==> src/rtl/gray_bin_conv_pipe_if.sv <==
// Handshake bundle for the Gray<->binary converter: upstream word/mode in, converted word and step status out.
interface gray_bin_conv_pipe_if #(
  parameter int unsigned WIDTH = 4,
  parameter int unsigned CNT_W = 8
);
  logic             mode;
  logic             in_valid;
  logic             in_ready;
  logic [WIDTH-1:0] din;
  logic             out_valid;
  logic             out_ready;
  logic [WIDTH-1:0] dout;
  logic             step_err;
  logic [CNT_W-1:0] err_count;

  modport master (
    output mode, in_valid, din, out_ready,
    input  in_ready, out_valid, dout, step_err, err_count
  );

  modport slave (
    input  mode, in_valid, din, out_ready,
    output in_ready, out_valid, dout, step_err, err_count
  );
endinterface

==> src/rtl/gray_bin_conv_pipe.sv <==
// Registered Gray<->binary converter with valid/ready handshake and a single-step monitor
// on the Gray input stream (flags and counts multi-bit transitions).
module gray_bin_conv_pipe #(
  parameter int unsigned WIDTH      = 4,
  parameter int unsigned CHECK_STEP = 1,
  parameter int unsigned CNT_W      = 8
) (
  input  logic                  clk,
  input  logic                  rst,
  gray_bin_conv_pipe_if.slave   bus
);

  localparam logic [CNT_W-1:0] CNT_MAX = {CNT_W{1'b1}};

  logic             out_valid_q;
  logic [WIDTH-1:0] dout_q;
  logic             step_err_q;
  logic [CNT_W-1:0] err_count_q;
  logic [WIDTH-1:0] hist_q;
  logic             hist_valid_q;

  logic             accept;
  logic [WIDTH-1:0] g2b;
  logic [WIDTH-1:0] b2g;
  logic [WIDTH-1:0] diff;
  logic             multi_bit;
  logic             flag;

  assign bus.in_ready  = !rst && (!out_valid_q || bus.out_ready);
  assign accept        = bus.in_valid && bus.in_ready;

  assign bus.out_valid = out_valid_q;
  assign bus.dout      = dout_q;
  assign bus.step_err  = step_err_q;
  assign bus.err_count = err_count_q;

  // Gray->binary: bit i is the XOR of all Gray bits from the MSB down to i.
  always_comb begin
    g2b = '0;
    for (int i = 0; i < WIDTH; i++) begin
      g2b[i] = ^(bus.din >> i);
    end
  end

  assign b2g = bus.din ^ (bus.din >> 1);

  // More than one bit set in diff <=> clearing the lowest set bit leaves something behind.
  assign diff      = bus.din ^ hist_q;
  assign multi_bit = |(diff & (diff - WIDTH'(1)));
  assign flag      = (CHECK_STEP != 0) && hist_valid_q && multi_bit;

  always_ff @(posedge clk) begin
    if (rst) begin
      out_valid_q  <= 1'b0;
      dout_q       <= '0;
      step_err_q   <= 1'b0;
      err_count_q  <= '0;
      hist_q       <= '0;
      hist_valid_q <= 1'b0;
    end else if (accept) begin
      out_valid_q <= 1'b1;
      if (bus.mode) begin
        dout_q       <= b2g;
        step_err_q   <= 1'b0;
        hist_valid_q <= 1'b0;
      end else begin
        dout_q       <= g2b;
        step_err_q   <= flag;
        hist_q       <= bus.din;
        hist_valid_q <= 1'b1;
        if (flag && (err_count_q != CNT_MAX)) begin
          err_count_q <= err_count_q + CNT_W'(1);
        end
      end
    end else if (bus.out_ready) begin
      out_valid_q <= 1'b0;
    end
  end

endmodule

==> src/flat_wrapper.sv <==
// flat-port wrapper written by rule: the top's interface ports become plain ports
module gray_bin_conv_pipe_flat 
#(
  parameter int unsigned WIDTH      = 4,
  parameter int unsigned CHECK_STEP = 1,
  parameter int unsigned CNT_W      = 8
)
  (clk, rst, bus_mode, bus_in_valid, bus_din, bus_out_ready, bus_in_ready, bus_out_valid, bus_dout, bus_step_err, bus_err_count);
  gray_bin_conv_pipe_if #(.WIDTH(WIDTH), .CNT_W(CNT_W)) bus_i ();
  input  logic clk;
  input  logic rst;
  input wire logic [$bits(bus_i.mode)-1:0] bus_mode;
  input wire logic [$bits(bus_i.in_valid)-1:0] bus_in_valid;
  input wire logic [$bits(bus_i.din)-1:0] bus_din;
  input wire logic [$bits(bus_i.out_ready)-1:0] bus_out_ready;
  output wire logic [$bits(bus_i.in_ready)-1:0] bus_in_ready;
  output wire logic [$bits(bus_i.out_valid)-1:0] bus_out_valid;
  output wire logic [$bits(bus_i.dout)-1:0] bus_dout;
  output wire logic [$bits(bus_i.step_err)-1:0] bus_step_err;
  output wire logic [$bits(bus_i.err_count)-1:0] bus_err_count;
  assign bus_i.mode = bus_mode;
  assign bus_i.in_valid = bus_in_valid;
  assign bus_i.din = bus_din;
  assign bus_i.out_ready = bus_out_ready;
  assign bus_in_ready = bus_i.in_ready;
  assign bus_out_valid = bus_i.out_valid;
  assign bus_dout = bus_i.dout;
  assign bus_step_err = bus_i.step_err;
  assign bus_err_count = bus_i.err_count;
  gray_bin_conv_pipe #(.WIDTH(WIDTH), .CHECK_STEP(CHECK_STEP), .CNT_W(CNT_W)) u_core (.clk(clk), .rst(rst), .bus(bus_i));
endmodule
==> config.mk <==
export PLATFORM = sky130hd
export DESIGN_NAME = gray_bin_conv_pipe_flat
export DESIGN_NICKNAME = d
export VERILOG_FILES = /design/src/rtl/gray_bin_conv_pipe_if.sv /design/src/rtl/gray_bin_conv_pipe.sv /design/src/flat_wrapper.sv
export SDC_FILE = /design/constraint.sdc
export NUM_CORES = 1
export LEC_CHECK = 0
export ABC_AREA = 0
export CAP_MARGIN = 20
export CORE_MARGIN = 8
export CORE_UTILIZATION = 50
export DETAILED_ROUTE_END_ITERATION = 10
export GPL_ROUTABILITY_DRIVEN = 0
export PLACE_DENSITY = 0.9
export SYNTH_ARGS = -nofsm -noshare
export SYNTH_HDL_FRONTEND = slang
export SYNTH_SLANG_ARGS = --single-unit
==> constraint.sdc <==
create_clock -name clk -period 5.6 [get_ports clk]
set_input_delay 1.68 -clock clk [delete_from_list [all_inputs] [get_ports clk]]
set_output_delay 1.68 -clock clk [all_outputs]
set_load 0.02 [all_outputs]
=== Word-level counts from Yosys, hierarchy flattened ===
Index checks and enable logic that the tools add are counted.
W data, S select, Z words.

* Register bits after elaboration: 19
* Output and inout port bits: 15
* Input bits: 9
* Logic and storage cells: 33

* Bitwise operators: 4
* Reduce and logical (&&, ||, !) cells: 15
* Multiplexer cells: 5
* Equality and inequality tests: 1
* Add/sub/neg operators: 2

{| class="wikitable"
|+ Operators with widths
! kind !! number
|-
| $reduce_xor A4 Y1 || 4
|-
| $add A8 B1 Y8 const B || 1
|-
| $ne A8 B8 Y1 const B || 1
|-
| $and A4 B4 Y4 || 1
|-
| $logic_and A1 B1 Y1 || 4
|-
| $mux W1 || 4
|-
| $mux W4 || 1
|-
| $reduce_or A4 Y1 || 1
|-
| $sub A4 B1 Y4 const B || 1
|-
| $xor A4 B3 Y4 || 1
|-
| $xor A4 B4 Y4 || 1
|-
| $reduce_and A3 Y1 || 1
|-
| $logic_not A1 Y1 || 2
|-
| $reduce_and A2 Y1 || 1
|-
| $reduce_bool A2 Y1 || 1
|-
| $logic_or A1 B1 Y1 || 1
|-
| $not A1 Y1 || 1
|}

=== Longest topological paths before layout ===
Gate-level depths: netlist of run 1.

* Depth after elaboration: 7
* Depth in mapped cells: 6
* Mapped depth without buffers: 6

=== Least setup slack after synthesis of run 1 ===
Ideal clock, no wire load.

* Kind: input to output
* Start point: input port rst
* End point: output port bus_in_ready
* Arrival: 2126 ps
* Required time: 3920 ps
* Buffers on the path: 1
* Stages on the path: 2
* Setup slack: 1794 ps
* Cells stage by stage: buf_6 nor2_1

* Cells in the longest elaborated chain, start to end: 2

{| class="wikitable"
|+ RTL lines
! what !! RTL line !! text
|-
| start, declared || flat_wrapper.sv:11 || <nowiki>input logic rst;</nowiki>
|-
| $logic_not A1 Y1 || gray_bin_conv_pipe.sv:29 || <nowiki>assign bus.in_ready = !rst && (!out_valid_q || bus.out_ready);</nowiki>
|-
| $logic_and A1 B1 Y1 || gray_bin_conv_pipe.sv:29 ||
|-
| end, declared || flat_wrapper.sv:16 || <nowiki>output wire logic [$bits(bus_i.in_ready)-1:0] bus_in_ready;</nowiki>
|}

Every way passes these cells.

=== Worst setup path in the final report of run 1 ===
* Start point: input port bus_out_ready
* End point: output port bus_in_ready

* Cells in the longest elaborated chain, start to end: 2

{| class="wikitable"
|+ RTL lines
! what !! RTL line !! text
|-
| start, declared || flat_wrapper.sv:15 || <nowiki>input wire logic [$bits(bus_i.out_ready)-1:0] bus_out_ready;</nowiki>
|-
| $logic_or A1 B1 Y1 || gray_bin_conv_pipe.sv:29 ||
|-
| $logic_and A1 B1 Y1 || gray_bin_conv_pipe.sv:29 ||
|}

Every way passes these cells.

==> run summary, run 1 <==
STA
------------------------------------------------------------------------------------
Final worst clock skew ................................................   0.00668 ns
Total Neg Setup Slack .................................................         0 ns
Maximum clock frequency ...............................................      213 MHz
Post-route clock period utilization ...................................        83.7%
Setup repair after global routing missed its margin ...................        false
Final Hold Vio Count ..................................................            0
Worst-margin pin slew .................................................     0.523 ns
Max-slew violations ...................................................            0
Worst rel slew slack ..................................................        65.0%
Min Tclk post-route ...................................................      4.69 ns
Final setup viols .....................................................            0

SYNTHESIS
------------------------------------------------------------------------------------
Syn Std Cell Area .....................................................      910 µm²
Leading post-synthesis cells by cell area ............................. sky130_fd_sc_hd__dfxtp_1 (42%), sky130_fd_sc_hd__xnor2_1 (6.7%), sky130_fd_sc_hd__mux2i_1 (6.6%), sky130_fd_sc_hd__nor2_1 (5.0%), sky130_fd_sc_hd__a21oi_1 (3.3%)
Syn Area/Cell .........................................................     9.48 µm²
Post-synth EDFFs ......................................................            0
Post-synth top area share .............................................        41.8%
Number of synthesis warnings ..........................................            0
Number of different library cells in the post-synthesis netlist .......           31
Share of flip-flops with an asynchronous set or reset after synthesis .           0%
Sequential cell area fraction in the yosys report .....................        41.8%
Most frequent cell after synthesis .................................... sky130_fd_sc_hd__dfxtp_1
Main synth FF type .................................................... sky130_fd_sc_hd__dfxtp_1
Biggest area consumer among synthesized cells ......................... sky130_fd_sc_hd__dfxtp_1
Leading post-synthesis cells by instance count ........................ sky130_fd_sc_hd__dfxtp_1 (19), sky130_fd_sc_hd__nor2_1 (12), sky130_fd_sc_hd__xnor2_1 (7)
Flip-flop and latch count after synthesis .............................           19
Mapped Nets ...........................................................          106
Post-Synthesis Cells ..................................................           96

WORST SETUP PATH
------------------------------------------------------------------------------------
Critical Setup Path Class .............................................       in2out
Worst path most repeated cell ......................................... sky130_fd_sc_hd__clkdlybuf4s50_1
Slowest CP cell ....................................................... sky130_fd_sc_hd__clkdlybuf4s50_1
Slack of the worst reg-to-reg path ....................................      3.28 ns
Required @ worst endpoint .............................................      3.92 ns
Element type at the critical path start ...............................   input port
Launch instance of the worst register-to-register path ................ u_core.bus.out_valid
Cells along the critical path ......................................... clkdlybuf4s50_1 > nor2b_1 > nor2_1 > clkdlybuf4s50_1
End of the worst register-to-register path ............................ u_core.bus.err_count[5]
Data arrival at the endpoint of the critical path .....................      3.01 ns
Maximum fanout along the worst path ...................................            3
Worst reg-to-reg path cell count ......................................            5
Crit path capture type ................................................  output port
CP max stage delay ....................................................      0.55 ns

POWER
------------------------------------------------------------------------------------
Max rail drop VDD .....................................................   0.000152 V
Leakage component of the power ........................................     0.415 nW
Final total power .....................................................       251 µW
Power density over the cells ..........................................   212 nW/µm²

CLOCKING
------------------------------------------------------------------------------------
Clock root buffer ..................................................... sky130_fd_sc_hd__clkbuf_4
Deepest level of the CTS H-tree .......................................            1
Worst-path clk slew ...................................................      0.11 ns
Number of buffers inserted during clock tree synthesis ................            3
Clock latency on the worst-skew pair ..................................      0.30 ns
Maximum number of buffers from clock root to sink .....................            2
# resized after CTS ...................................................            0
Num Clock Sinks .......................................................           19
CTS tree ..............................................................         done
Hold buffer count at cts ..............................................            0
Post-CTS setup buffer count ...........................................            0

JOB
------------------------------------------------------------------------------------
Max Cap Violations ....................................................            0

DETAILED ROUTING
------------------------------------------------------------------------------------
Number of DRC markers after the initial detailed-route iteration ......            5
Total detailed-routing wirelength .....................................      1.99 mm
Routed via count ......................................................          810
ANT nets after route ..................................................            0
Via-per-instance ratio ................................................         5.55
Router iterations before antenna repair ...............................            4
Detail-routed net length per standard cell ............................      13.6 µm
Number of DRC violations after detailed routing .......................            0

GRT
------------------------------------------------------------------------------------
Via count of the first global-routing pass ............................          800
Overflow after GRT ....................................................            0
Antenna violations before repair ......................................            0
Maximum number of pins on one net before global-route repair ..........           18
Overall Global Routing Usage ..........................................        12.5%
Wire length of the first global-routing pass ..........................      3.46 mm

PLACEMENT
------------------------------------------------------------------------------------
Number of buffers inserted by port buffering ..........................           23
# placed instances ....................................................          142
HPWL after detailed placement .........................................      1.56 mm

HOLD PATH
------------------------------------------------------------------------------------
Hold endpoint ......................................................... u_core.bus.err_count[4]
Min-Delay Path Depth ..................................................            1
Startpoint of the tightest hold check path ............................ u_core.bus.err_count[4]
Worst hold-check path type ............................................      reg2reg

LAYOUT
------------------------------------------------------------------------------------
Non-filler cells in the finished layout ...............................          146
Fin nets ..............................................................          132
Layout overhead on the synthesized area ...............................        30.4%
Ant diodes ............................................................            0
Fraction of final layout cells with drive strength greater than 1 .....        5.79%

FLOORPLAN
------------------------------------------------------------------------------------
Die ar. ...............................................................     3440 µm²
Area of the core region ...............................................     1730 µm²
FP Rows ...............................................................           15
Boundary Pins .........................................................           24
Die width .............................................................      58.7 µm
Height of the die .....................................................      58.7 µm
Initial Util ..........................................................        52.7%

STATUS
------------------------------------------------------------------------------------
Run status ............................................................ complete, no violations

## metrics by stage
step | hold WS, ns | area, µm² | util, % | worst slack [ns]
detailed placement | 0.478 | 1160 | 67.1 | 0.916
global placement | 0.450 | 1160 | 67.1 | 0.937
CTS | 0.494 | 1190 | 68.7 | 0.908
floorplan | 0.482 | 910 | - | 1.79
global route | 0.517 | 1190 | 68.7 | 0.870
finish | 0.492 | 1190 | 68.7 | 0.915
## logic make-up after synthesis
family / count (synthesis) / synth area share (%)
AO/OA/AOI/OAI: 20 / 14.7
adder cells (fa/ha/maj): 1 / 1.38
multiplexers: 7 / 7.84
flip-flops: 19 / 41.8
buffers and inverters: 5 / 3.03
AND/OR/NAND/NOR: 35 / 22.6
XOR/XNOR: 9 / 8.67
## cells in the final DEF (no fill, tap or decap), types with 2 or more instances in the layout
cell type	instances
sky130_fd_sc_hd__o311ai_0	3
sky130_fd_sc_hd__nand3_1	4
sky130_fd_sc_hd__o211ai_1	2
sky130_fd_sc_hd__nor2b_1	4
sky130_fd_sc_hd__and2_1	2
sky130_fd_sc_hd__dfxtp_1	19
sky130_fd_sc_hd__nand2_1	4
sky130_fd_sc_hd__o41ai_1	3
sky130_fd_sc_hd__xnor2_1	7
sky130_fd_sc_hd__mux2i_1	6
sky130_fd_sc_hd__a21oi_1	6
sky130_fd_sc_hd__nor2_1	12
sky130_fd_sc_hd__clkdlybuf4s50_1	23
sky130_fd_sc_hd__o21ai_0	4
sky130_fd_sc_hd__xor2_1	2
sky130_fd_sc_hd__inv_1	2
sky130_fd_sc_hd__clkbuf_4	3
## report_power, final
group	leakage, nW	internal (mW)	switching (mW)	total (mW)
Sequential	0.154	0.139	0.00241	0.142
Combinational	0.243	0.0200	0.0201	0.0401
Clock	0.0177	0.0266	0.0425	0.0691
Total	0.415	0.186	0.0650	0.251
## worst max-delay path, delay by kind of cell
kind,cells,cell delay [ns]
buffers and inverters,2,0.95
AND/OR/NAND/NOR,2,0.37
## sequential cells by signal (all words and copies together) (netlist names)
name,cells
u_core.bus.dout,4
u_core.bus.out_valid,1
u_core.hist_valid_q,1
u_core.bus.err_count,8
u_core.hist_q,4
u_core.bus.step_err,1
## area by class of cell
class	instances	area, µm²
Fill cell	147	541
Multi-Input combinational cell	72	502
Sequential cell	19	380
Timing Repair Buffer	24	238
Tap cell	25	31.3
Clock buffer	3	22.5
Inverter	2	7.51
Clock inverter	1	5.00
## worst max path at each step
| stage | start | slack, ns | end |
|---|---|---|---|
| after floorplan | rst | 1.79 | bus_in_ready |
| after global placement | bus_out_ready | 0.94 | bus_in_ready |
| after detailed placement | bus_out_ready | 0.92 | bus_in_ready |
| after CTS | bus_out_ready | 0.91 | bus_in_ready |
| after global routing | bus_out_ready | 0.87 | bus_in_ready |
| final | bus_out_ready | 0.91 | bus_in_ready |
## layer usage
metal  up-vias  share of wire [%]  GRT usage, %
met5         -                  0             0
met4         0                1.9          5.12
met3         6                5.0          3.70
met2        21                 50          21.4
met1       386                 43          14.1
li1        397                  -             -
(Power assumes the default switching activity.)
==> run 2: changes to the inputs <==
--- a/config.mk
+++ b/config.mk
@@ -8,10 +8,10 @@
 export ABC_AREA = 0
 export CAP_MARGIN = 20
 export CORE_MARGIN = 8
-export CORE_UTILIZATION = 50
+export CORE_UTILIZATION = 42
 export DETAILED_ROUTE_END_ITERATION = 10
 export GPL_ROUTABILITY_DRIVEN = 0
-export PLACE_DENSITY = 0.9
+export PLACE_DENSITY = 0.81
 export SYNTH_ARGS = -nofsm -noshare
 export SYNTH_HDL_FRONTEND = slang
 export SYNTH_SLANG_ARGS = --single-unit
==> constraint.sdc (replaced) <==
create_clock -name clk -period 4.2 [get_ports clk]
set_input_delay 1.26 -clock clk [delete_from_list [all_inputs] [get_ports clk]]
set_output_delay 1.26 -clock clk [all_outputs]
set_load 0.02 [all_outputs]
==> run summary, run 2 (synthesis gave the netlist of run 1 again) <==
STATUS
--------------------------------------------------------------------------------
Run status ........................................................ complete, no violations

WORST SETUP PATH
--------------------------------------------------------------------------------
Launch instance of the worst register-to-register path ............ u_core.bus.out_valid
Slowest CP cell ................................................... sky130_fd_sc_hd__clkdlybuf4s50_1
CP max stage delay ................................................      0.55 ns
Worst setup startpoint ............................................ bus_out_ready
Crit path capture type ............................................  output port
Data arrival at the endpoint of the critical path .................      2.60 ns
Critical Setup Path Class .........................................       in2out
Cells along the critical path ..................................... clkdlybuf4s50_1 > nor2b_1 > nor2_1 > clkdlybuf4s50_1
CP delay by family, top ........................................... buffers and inverters
Number of buffers and inverters on the critical path ..............            2
End of the worst register-to-register path ........................ u_core.bus.err_count[5]
Element type at the critical path start ...........................   input port
Worst reg-to-reg path cell count ..................................            6
Worst path most repeated cell ..................................... sky130_fd_sc_hd__clkdlybuf4s50_1
Required @ worst endpoint .........................................      2.94 ns
Destination of the critical timing path ........................... bus_in_ready
Maximum fanout along the worst path ...............................            3
Cell depth of the worst setup path ................................            4
Slack of the worst reg-to-reg path ................................      2.13 ns

LAYOUT
--------------------------------------------------------------------------------
Max FFs per register ..............................................            8
Fin nets ..........................................................          133
Finished Core Util ................................................        56.2%
Leading cell type in the layout, fill and taps excluded ........... sky130_fd_sc_hd__clkdlybuf4s50_1
Most used cells in the layout excluding fill and tap cells ........ sky130_fd_sc_hd__clkdlybuf4s50_1 (23), sky130_fd_sc_hd__dfxtp_1 (19), sky130_fd_sc_hd__nor2_1 (12)
Filler Cell Count .................................................          195
Layout overhead on the synthesized area ...........................        31.5%
Fraction of final layout cells with drive strength greater than 1 .        5.74%
Non-filler cells in the finished layout ...........................          150
Final instance area ...............................................     1200 µm²
Ant diodes ........................................................            0

GRT
--------------------------------------------------------------------------------
Via count of the first global-routing pass ........................          829
Met1 routing resource usage after global routing ..................        10.0%
Met3 track utilization from global routing ........................        3.76%
Antenna violations before repair ..................................            0
Maximum number of pins on one net before global-route repair ......           18
Overall Global Routing Usage ......................................        10.2%
Peak-usage layer in the global routing report .....................         met2
Wire length of the first global-routing pass ......................      3.34 mm
Met2 track demand over resource ...................................        18.0%
Overflow after GRT ................................................            0

STA
--------------------------------------------------------------------------------
Post-route worst hold slack .......................................     0.469 ns
Setup repair after global routing missed its margin ...............        false
Final worst clock skew ............................................   0.00163 ns
Max-slew violations ...............................................            0
Worst rel slew slack ..............................................        65.6%
Min Tclk post-route ...............................................      3.86 ns
Final Hold Vio Count ..............................................            0
Worst-margin pin slew .............................................     0.514 ns
Final setup viols .................................................            0
Post-route clock period utilization ...............................        91.8%
Maximum clock frequency ...........................................      259 MHz
Final setup slack of the worst path ...............................     0.344 ns
Total Neg Setup Slack .............................................         0 ns

FLOORPLAN
--------------------------------------------------------------------------------
Die ar. ...........................................................     3910 µm²
Boundary Pins .....................................................           24
Die width .........................................................      62.5 µm
Height of the die .................................................      62.5 µm
FP Rows ...........................................................           17
Area of the core region ...........................................     2130 µm²
Initial Util ......................................................        42.8%

PLACEMENT
--------------------------------------------------------------------------------
# placed instances ................................................          146
Worst setup timing slack at the placement stage ...................     0.343 ns
HPWL after detailed placement .....................................      1.50 mm
Number of buffers inserted by port buffering ......................           23
Placed cell area ..................................................     1170 µm²

DETAILED ROUTING
--------------------------------------------------------------------------------
Router iterations before antenna repair ...........................            4
ANT nets after route ..............................................            0
Total detailed-routing wirelength .................................      1.91 mm
Number of DRC violations after detailed routing ...................            0
Detail-routed net length per standard cell ........................      12.7 µm
Via-per-instance ratio ............................................         5.25
Number of DRC markers after the initial detailed-route iteration ..           15
Routed via count ..................................................          787

POWER
--------------------------------------------------------------------------------
Comb power frac ...................................................        16.1%
Leakage component of the power ....................................     0.417 nW
Final total power .................................................       334 µW
Pint ..............................................................       250 µW
Power density over the cells ......................................   279 nW/µm²
Net switching power of the design .................................      83.8 µW
Power share of the sequential group ...............................        56.6%
Switching power as a share of total power .........................        25.1%
Max rail drop VDD .................................................   0.000201 V
Clock share of power ..............................................        27.3%

CLOCKING
--------------------------------------------------------------------------------
Number of buffers inserted during clock tree synthesis ............            3
Num Clock Sinks ...................................................           19
# resized after CTS ...............................................            0
Post-CTS setup buffer count .......................................            0
Hold buffer count at cts ..........................................            0
Clock root buffer ................................................. sky130_fd_sc_hd__clkbuf_4
CTS tree ..........................................................         done
Worst-path clk slew ...............................................      0.10 ns
Clock latency on the worst-skew pair ..............................      0.29 ns
Maximum number of buffers from clock root to sink .................            2
Deepest level of the CTS H-tree ...................................            1

HOLD PATH
--------------------------------------------------------------------------------
Worst hold-check path type ........................................      reg2reg

JOB
--------------------------------------------------------------------------------
Max Cap Violations ................................................            0

-- run 2: how the worst min path moves through the flow --
stage / cells after the start / slack [ns] / endpoint / from
2_1_floorplan: 2 / 0.48 / u_core.hist_q[3] / u_core.hist_q[3]
3_3_place_gp: 2 / 0.45 / u_core.bus.step_err / u_core.bus.step_err
3_5_place_dp: 2 / 0.45 / u_core.bus.step_err / u_core.bus.step_err
4_1_cts: 2 / 0.47 / u_core.bus.step_err / u_core.bus.step_err
5_1_grt: 2 / 0.51 / u_core.bus.step_err / u_core.bus.step_err
6_report: 2 / 0.47 / u_core.bus.step_err / u_core.bus.step_err
-- run 2: worst min-delay path: cells and delay by family, from the launching register on --
family	cells	cell delay, ns
AND/OR/NAND/NOR	1	0.05
AO/OA/AOI/OAI	1	0.06
flip-flops	1	0.32
-- run 2: power by group through the flow --
stage	combinational (mW)	clock, mW	sequential (mW)
floorplan	0.0256	0	0.197
global placement	0.0529	0	0.193
detailed placement	0.0540	0	0.193
CTS	0.0543	0.0953	0.189
global route	0.0587	0.103	0.190
finish	0.0537	0.0911	0.189
-- run 2: cell type report --
class | count | area, µm² | area share, %
Clock buffer | 4 | 26.3 | 2.20
Sequential cell | 19 | 380 | 31.8
Multi-Input combinational cell | 72 | 502 | 41.9
Inverter | 2 | 7.51 | 0.628
Timing Repair Buffer | 25 | 245 | 20.5
Tap cell | 28 | 35.0 | 2.93
-- run 2: routing by layer --
metal	part of all wire [%]	up-vias
li1	-	404
met1	43	360
met2	48	18
met3	6.0	5
met4	2.3	0
met5	0	-
